## config.mk

```make
export PLATFORM = sky130hd
export DESIGN_NAME = pipeline_hazard_ctrl
export DESIGN_NICKNAME = d
export VERILOG_FILES = /design/src/rtl/pipeline_hazard_ctrl.sv
export SDC_FILE = /design/constraint.sdc
export NUM_CORES = 1
export LEC_CHECK = 0
export CORE_UTILIZATION = 32
export DETAILED_ROUTE_END_ITERATION = 12
export MAX_ROUTING_LAYER = met4
export PLACE_DENSITY = 0.81
export SLEW_MARGIN = 5
export SYNTH_ARGS = -nofsm -noshare
export SYNTH_HDL_FRONTEND = slang
export SYNTH_SLANG_ARGS = --single-unit
```

## constraint.sdc

```tcl
create_clock -name clk -period 2 [get_ports clk]
set_input_delay 0.5 -clock clk [delete_from_list [all_inputs] [get_ports clk]]
set_output_delay 0.5 -clock clk [all_outputs]
set_load 0.03 [all_outputs]
```

## src/rtl/pipeline_hazard_ctrl.sv

```systemverilog
`default_nettype none
// ============================================================================
// Module      : pipeline_hazard_ctrl
// Description : Stall/flush control for a 5-stage pipeline plus debug
//               run/halt/single-step FSM. Optional perf counters are built
//               only when PIPE_PERF_CNT_EN is defined.
// Revision    : 1.0 - initial release
// ============================================================================
module pipeline_hazard_ctrl #(
  parameter int START_RUN    = 1,
  parameter int STEP_TIMEOUT = 16
) (
  input  logic        clk,
  input  logic        rst,
  input  logic        dbg_run,
  input  logic        dbg_halt,
  input  logic        dbg_step,
  input  logic [4:0]  id_rf_ra0,
  input  logic [4:0]  id_rf_ra1,
  input  logic        ex_rf_we,
  input  logic [4:0]  ex_rf_wa,
  input  logic [1:0]  ex_rf_wd_sel,
  input  logic        ex_br_taken,
  input  logic        mem_busy,
  input  logic        wb_commit,
  output logic        pipe_en,
  output logic        pc_stall,
  output logic        if_id_stall,
  output logic        if_id_flush,
  output logic        id_ex_stall,
  output logic        id_ex_flush,
  output logic        ex_mem_stall,
  output logic        ex_mem_flush,
  output logic        mem_wb_stall,
  output logic        mem_wb_flush,
  output logic [1:0]  dbg_state,
  output logic        step_to,
  output logic [31:0] perf_cycles,
  output logic [31:0] perf_stalls,
  output logic [31:0] perf_flushes
);

  typedef enum logic [1:0] {
    ST_HALT = 2'd0,
    ST_RUN  = 2'd1,
    ST_STEP = 2'd2
  } state_t;

  localparam state_t     c_reset_state = (START_RUN != 0) ? ST_RUN : ST_HALT;
  localparam logic [7:0] c_step_last   = 8'(STEP_TIMEOUT - 1);
  localparam logic [1:0] c_sel_load    = 2'd2;

  state_t     r_state;
  state_t     w_state_nxt;
  logic [7:0] r_step_cnt;
  logic [7:0] w_step_cnt_nxt;
  logic       r_step_to;
  logic       w_step_to_nxt;
  logic       w_load_use;

  // ---------------------------------------------------------------- debug FSM
  always_ff @(posedge clk) begin
    if (rst) begin
      r_state    <= c_reset_state;
      r_step_cnt <= 8'd0;
      r_step_to  <= 1'b0;
    end else begin
      r_state    <= w_state_nxt;
      r_step_cnt <= w_step_cnt_nxt;
      r_step_to  <= w_step_to_nxt;
    end
  end

  always_comb begin
    w_state_nxt    = r_state;
    w_step_cnt_nxt = r_step_cnt;
    w_step_to_nxt  = r_step_to;
    unique case (r_state)
      ST_HALT: begin
        if (dbg_step) begin
          w_state_nxt    = ST_STEP;
          w_step_cnt_nxt = 8'd0;
          w_step_to_nxt  = 1'b0;
        end else if (dbg_run) begin
          w_state_nxt = ST_RUN;
        end
      end
      ST_RUN: begin
        if (dbg_halt) begin
          w_state_nxt = ST_HALT;
        end else if (dbg_step) begin
          w_state_nxt    = ST_STEP;
          w_step_cnt_nxt = 8'd0;
          w_step_to_nxt  = 1'b0;
        end
      end
      ST_STEP: begin
        if (r_step_cnt != 8'hFF) begin
          w_step_cnt_nxt = r_step_cnt + 8'd1;
        end
        // A commit at count 0 belongs to an instruction already in flight.
        if (dbg_halt) begin
          w_state_nxt = ST_HALT;
        end else if (dbg_run) begin
          w_state_nxt = ST_RUN;
        end else if (wb_commit && (r_step_cnt >= 8'd1) && !mem_busy) begin
          w_state_nxt = ST_HALT;
        end else if (r_step_cnt == c_step_last) begin
          w_state_nxt   = ST_HALT;
          w_step_to_nxt = 1'b1;
        end
      end
      default: begin
        w_state_nxt = ST_HALT;
      end
    endcase
  end

  assign pipe_en   = !rst && (r_state != ST_HALT);
  assign dbg_state = r_state;
  assign step_to   = r_step_to;

  // ---------------------------------------------------------- hazard control
  assign w_load_use = ex_rf_we && (ex_rf_wd_sel == c_sel_load) && (ex_rf_wa != 5'd0) &&
                      ((ex_rf_wa == id_rf_ra0) || (ex_rf_wa == id_rf_ra1));

  always_comb begin
    pc_stall     = 1'b0;
    if_id_stall  = 1'b0;
    if_id_flush  = 1'b0;
    id_ex_stall  = 1'b0;
    id_ex_flush  = 1'b0;
    ex_mem_stall = 1'b0;
    ex_mem_flush = 1'b0;
    mem_wb_stall = 1'b0;
    mem_wb_flush = 1'b0;
    if (pipe_en) begin
      if (mem_busy) begin
        // EX is frozen, so a pending branch redirect waits for the memory.
        pc_stall     = 1'b1;
        if_id_stall  = 1'b1;
        id_ex_stall  = 1'b1;
        ex_mem_stall = 1'b1;
        mem_wb_flush = 1'b1;
      end else if (ex_br_taken) begin
        if_id_flush = 1'b1;
        id_ex_flush = 1'b1;
      end else if (w_load_use) begin
        pc_stall    = 1'b1;
        if_id_stall = 1'b1;
        id_ex_flush = 1'b1;
      end
    end
  end

  // ---------------------------------------------------- performance counters
`ifdef PIPE_PERF_CNT_EN
  logic [31:0] r_perf_cycles;
  logic [31:0] r_perf_stalls;
  logic [31:0] r_perf_flushes;

  always_ff @(posedge clk) begin
    if (rst) begin
      r_perf_cycles  <= 32'd0;
      r_perf_stalls  <= 32'd0;
      r_perf_flushes <= 32'd0;
    end else begin
      if (pipe_en)     r_perf_cycles  <= r_perf_cycles + 32'd1;
      if (pc_stall)    r_perf_stalls  <= r_perf_stalls + 32'd1;
      if (if_id_flush) r_perf_flushes <= r_perf_flushes + 32'd1;
    end
  end

  assign perf_cycles  = r_perf_cycles;
  assign perf_stalls  = r_perf_stalls;
  assign perf_flushes = r_perf_flushes;
`else
  assign perf_cycles  = 32'd0;
  assign perf_stalls  = 32'd0;
  assign perf_flushes = 32'd0;
`endif

endmodule
`default_nettype wire

```

==> Word level (Yosys, flattened, before mapping) <==
Index checks and enable logic that the tools add are counted.
{ "classes": {"magnitude_cmp": 1, "reduce_logical": 16, "add_sub_neg": 1, "n_eq_ne": 16, "n_mux": 32} }
{ "op_table": {"columns": ["cell", "n"], "rows": [
  ["8-bit two-way mux", 3],
  ["8-bit case mux with 3 select lines", 1],
  ["1-bit two-way mux", 18],
  ["2-bit two-way mux", 8],
  ["2-bit != test (second input constant)", 6],
  ["5-bit equality test", 2],
  ["8-bit by 1-bit adder with 8-bit output (second input constant)", 1],
  ["8-bit by 4-bit equality test with 1-bit output (second input constant)", 1],
  ["8-bit by 1-bit greater-or-equal comparator with 1-bit output (second input constant)", 1],
  ["8-bit != test (second input constant)", 1],
  ["1-bit logical AND", 6],
  ["3-bit != test (second input constant)", 2],
  ["2-bit case mux with 3 select lines", 1],
  ["3-bit AND reduction", 2],
  ["6-bit AND reduction", 1],
  ["5-bit != test (second input constant)", 1],
  ["5-bit nonzero test", 1],
  ["2-bit equality test (second input constant)", 2],
  ["1-bit case mux with 3 select lines", 1],
  ["3-bit nonzero test", 1],
  ["2-bit by 1-bit equality test with 1-bit output (second input constant)", 1],
  ["1-bit zero test", 2],
  ["2-bit zero test", 1],
  ["2-bit nonzero test", 1],
  ["1-bit logical OR", 1]
]} }
{ "word_totals": {"elab_cells": 69, "ff_bits": 11, "inputBits": 26, "out_inout_bits": 109} }

==> Logic depth before layout (Yosys ltp) <==
Gate-level depths: netlist of the first run.
{ "depth": {"word_depth": 8, "depth_mapped": 6, "ltp_nobuf": 6} }

==> Worst setup path before layout of the first run <==
Ideal clock, no wire load.
{ "synth_timing": {"path_kind": "reg2out", "start": "reg r_state[0], in the netlist dbg_state[0]", "end": "out pc_stall", "path_stages_with_launch": 6, "arrival_time_ns": 2.229, "path_buffers": 1, "t_required_ns": 1.500, "setup_slack_ns": -0.729, "cell_sequence": "dfxtp_1 -> nor2_1 -> nor2_1 -> and2_1 -> o21bai_1 -> buf_4"} }
{ "synth_via": {"elab_chain_cells": 3} }
{ "synth_lines": {"columns": ["element", "line", "source"], "rows": [
  ["start: declaration", "53", "state_t r_state;"],
  ["start signal: assignment", "64", "r_state <= c_reset_state;"],
  ["start signal: assignment", "68", "r_state <= w_state_nxt;"],
  ["2-bit nonzero test", "119", "assign pipe_en = !rst && (r_state != ST_HALT);"],
  ["1-bit logical AND", "119", null],
  ["via pipe_en", "26", "output logic pipe_en,"],
  ["1-bit two-way mux", null, null],
  ["end: declaration", "27", "output logic pc_stall,"]
]} }
The timed path passes the listed nets, and every way through them passes these cells.

==> Worst setup path in the final report of the first run <==
{ "layout_timing": {"start": "in ex_rf_wa[0]", "end": "out id_ex_flush"} }
{ "layout_via": {"elab_chain_cells": 7, "word_cells_on_any_way": 10, "classes_between": "2 x eq/ne; 4 x mux; 4 x reduce/logical"} }
{ "layout_lines": {"columns": ["element", "line", "source"], "rows": [
  ["start: declaration", "21", "input logic [4:0] ex_rf_wa,"],
  ["5-bit equality test or 5-bit nonzero test (tied branches)", "125, 124", null],
  ["1-bit logical OR or 1-bit logical AND (tied branches)", "125, 124", null],
  ["1-bit logical AND (*)", "124", "assign w_load_use = ex_rf_we && (ex_rf_wd_sel == c_sel_load) && (ex_rf_wa != 5'd0) &&"],
  ["1-bit two-way mux (*)", "148", "end else if (w_load_use) begin"],
  ["1-bit two-way mux (*)", "145", "end else if (ex_br_taken) begin"],
  ["1-bit two-way mux (*)", "138", "if (mem_busy) begin"],
  ["1-bit two-way mux (*)", "137", "if (pipe_en) begin"],
  ["end: declaration", "31", "output logic id_ex_flush,"]
]} }
Mark *: on every way between the ends. The rest lies on a longest branch, timed or not.

==> results of run 1 <==
per-stage QoR:
| stage | hold WS, ns | total power, mW | setup TNS (ns) | setup WS, ns | util |
|---|---|---|---|---|---|
| finish | 0.504 | 0.875 | 0 | 0.0433 | 0.367 |
| global route | 0.526 | 0.918 | -0.0269 | -0.0160 | 0.367 |
| CTS | 0.503 | 0.874 | 0 | 0.000331 | 0.366 |
| detailed placement | 0.499 | 0.651 | -1.96 | -0.507 | 0.355 |
| global placement | 0.481 | 0.649 | -1.81 | -0.471 | 0.355 |
| floorplan | 0.461 | 0.705 | 0 | 0.0345 | - |
state kept, by name (all words and copies together) (netlist names):
| name | count |
|---|---|
| r_step_cnt | 8 |
| dbg_state | 2 |
| step_to | 1 |
worst register-to-register path, cell delays in order (launching register included):
cell and delay (ns):
dfxtp_1 0.39, inv_1 0.08, ha_1 0.18, or4b_4 0.49
a211oi_2 0.22, a22oi_1 0.09, nor2_1 0.10
where the power goes:
| group | total [mW] | internal [mW] | switching [mW] |
|---|---|---|---|
| combinational | 0.419 | 0.0894 | 0.329 |
| sequential | 0.231 | 0.224 | 0.00659 |
| clock | 0.225 | 0.140 | 0.0852 |
cells by family after synthesis:
kind of cell	Yosys count	synth area share
AO/OA/AOI/OAI	22	0.0944
XOR/XNOR	13	0.0722
adder cells (fa/ha/maj)	3	0.0238
buffers and inverters	105	0.491
flip-flops	11	0.140
multiplexers	1	0.00635
other	1	0.00238
AND/OR/NAND/NOR	47	0.170
synthesized netlist by cell type (3+ instances only):
cell type,n
buf_4,101
nand3_1,6
dfxtp_1,11
nor3_1,5
xor2_1,13
inv_1,3
nand2_1,3
o211ai_1,4
a21oi_1,6
ha_1,3
nand3b_1,3
nor2_1,11
nand2b_1,4
layout by cell type (no fill, tap or decap), drive strengths merged, types with 5 or more instances in the layout:
cell	n
a21oi	6
xor2	13
clkbuf	9
dlygate4sd2	6
clkdlybuf4s50	8
dfxtp	11
nand3	6
nor2	11
buf	21
nor3	5
conb	98
per-layer routing:
metal,part of all wire,track usage,vias up
li1,-,-,558
met1,0.36,0.0962,528
met2,0.54,0.196,73
met3,0.087,0.0153,4
met4,0.015,0.0458,0
met5,0,-,-
what timing repair did:
| item | in CTS | in global routing |
|---|---|---|
| pin swaps | 19 | 7 |
| setup endpoints to repair | 7 | 4 |
| resized for setup | 51 | 15 |
layout make-up:
| cell class | instances | share of cell area |
|---|---|---|
| well taps | 67 | 0.0484 |
| diodes | 1 | 0.00145 |
| clock buffers | 4 | 0.0260 |
| multi-input cells | 184 | 0.583 |
| repair buffers | 43 | 0.206 |
| flip-flops and latches | 11 | 0.129 |
| inverters | 3 | 0.00650 |
how the worst max path moves through the flow:
stage / start / endpoint / slack (ns) / cells after the start
global route: dbg_state[0] / id_ex_flush / -0.02 / 5
finish: ex_rf_wa[0] / id_ex_flush / 0.04 / 7
floorplan: ex_rf_wa[2] / id_ex_flush / 0.03 / 4
global placement: ex_rf_wa[3] / pc_stall / -0.47 / 6
CTS: ex_rf_wd_sel[1] / if_id_stall / 0.0003 / 6
detailed placement: ex_rf_wa[2] / if_id_stall / -0.51 / 6
==> metrics.csv, run 1 <==
stage,metric,value,unit
timing,post-route-min-period,1.96,ns
worst_setup_path,cpMaxStageDelayCell,buf_4,
layout,final_cells,313,
place,portBuffers,36,
drt,vias,1163,
flow_run,drv_cap,0,
worst_setup_path,r2r-start,r_step_cnt[1],
worst_setup_path,crit_buf_inv,3,
cts,cts_setup_buffers,0,
worst_hold_path,min-delay-start,r_step_cnt[6],
floorplanning,initial_utilization,0.334,
synth,synth_edf_count,0,
synth,syn_inst,203,
synth,yosys.cell_types.count,34,
global_route,track_usage,0.101,
global_route,antenna_found_initial,1,
cts,clock_latency,0.24,ns
worst_setup_path,cp-start-kind,input pin,
timing,skew,0.00469,ns
floorplanning,core,0.00472,mm^2
worst_setup_path,crit_chain,buf_2 -> buf_6 -> xor2_1 -> nor3_2 -> a22oi_2 -> o21bai_1 -> buf_4,
worst_setup_path,cp-end-kind,output port,
power,p_leak,0.832,nW
timing,rsz0062_at_grt,true,
worst_setup_path,critical_path_class,in -> out,
place,place.gp.congestion,0.841,
timing,clock.fmax,511,MHz
timing,finalHoldViolCount,0,
global_route,grt_pass1_wl,4.08,mm
cts,clk_path_buf_depth,2,
drt,wirelength,2.70,mm
floorplanning,die_area,0.00521,mm^2
drt,drc,0,
global_route,overflow,0,
worst_setup_path,crit_fanout,2,
worst_setup_path,r2r_cells,6,
layout,multi_input_area,0.00101,mm^2
cts,cts.sinks,11,
worst_setup_path,worstPathArrival,1.46,ns
timing,period_share,0.978,
outcome,status,finished clean,
power,peakVddDrop,158,uV
cts,cts_tree,done,
power,p_per_area,505,mW/mm^2
floorplanning,die_h,72.2,um
cts,cts_htree_levels,1,
global_route,grt_pass1_vias,953,
worst_setup_path,slowest_delay,0.18,ns
worst_setup_path,cp_top_family,buffers and inverters,
drt,wire_per_inst,8.62,um
drt,drt_iter0_drc,38,
drt,vias_per_cell,3.72,
synth,synth_top_cell_by_area,buf_4,
layout,drive_above_1_share,0.192,
floorplanning,die_width,72.2,um
drt,dr.pass1.iters,4,
synth,synth_seq_cells,11,
floorplanning,io_pins,135,
floorplanning,rows,25,
cts,cts_buffers,3,
synth,ys_seq_area_frac,0.140,
worst_setup_path,rrSetupSlack,0.40,ns
worst_hold_path,worstHoldPathCells,2,
layout,fin_area,0.00173,mm^2
synth,async_flop_share,0,
drt,antenna_left,0,
timing,setup_violations,0,
place,dp.cells,308,
synth,syn_area,0.00158,mm^2
worst_hold_path,hold_end,r_step_cnt[6],
place,placed_cell_area,0.00168,mm^2
synth,synth_area_leaders,"buf_4 (48%), dfxtp_1 (14%), xor2_1 (7.2%), nor2_1 (2.6%), ha_1 (2.4%)",
cts,clk_pin_slew,0.05,ns
cts,cts.hold.buffers_added,0,
place,dp_hpwl,2.25,mm
synth,syn_area_per_cell,7.77,um^2
layout,layout.nets,275,
worst_setup_path,reg2reg_to,step_to,
worst_hold_path,hold_path.class,reg -> reg,
cts,ctsRootBufferMaster,clkbuf_8,
worst_setup_path,worstPathRequired,1.50,ns
layout,seqCellArea,223,um^2
synth,synth_warnings,0,
layout,fill_cells,506,
synth,ys.flop_type,dfxtp_1,
global_route,grt_max_degree,9,
synth,synth_top_cell_area_share,0.481,
layout,area_delta_synth_final,9.84,%
timing,slew_viol_final,0,
No activity file was read; power rests on OpenSTA's default activity.
==> run 2: changes to the inputs <==
Settings changed: CTS_CLUSTER_SIZE from default to 24.
==> results of run 2 <==
Same layout as run 1: the final DEF is identical, and so are final timing and power.
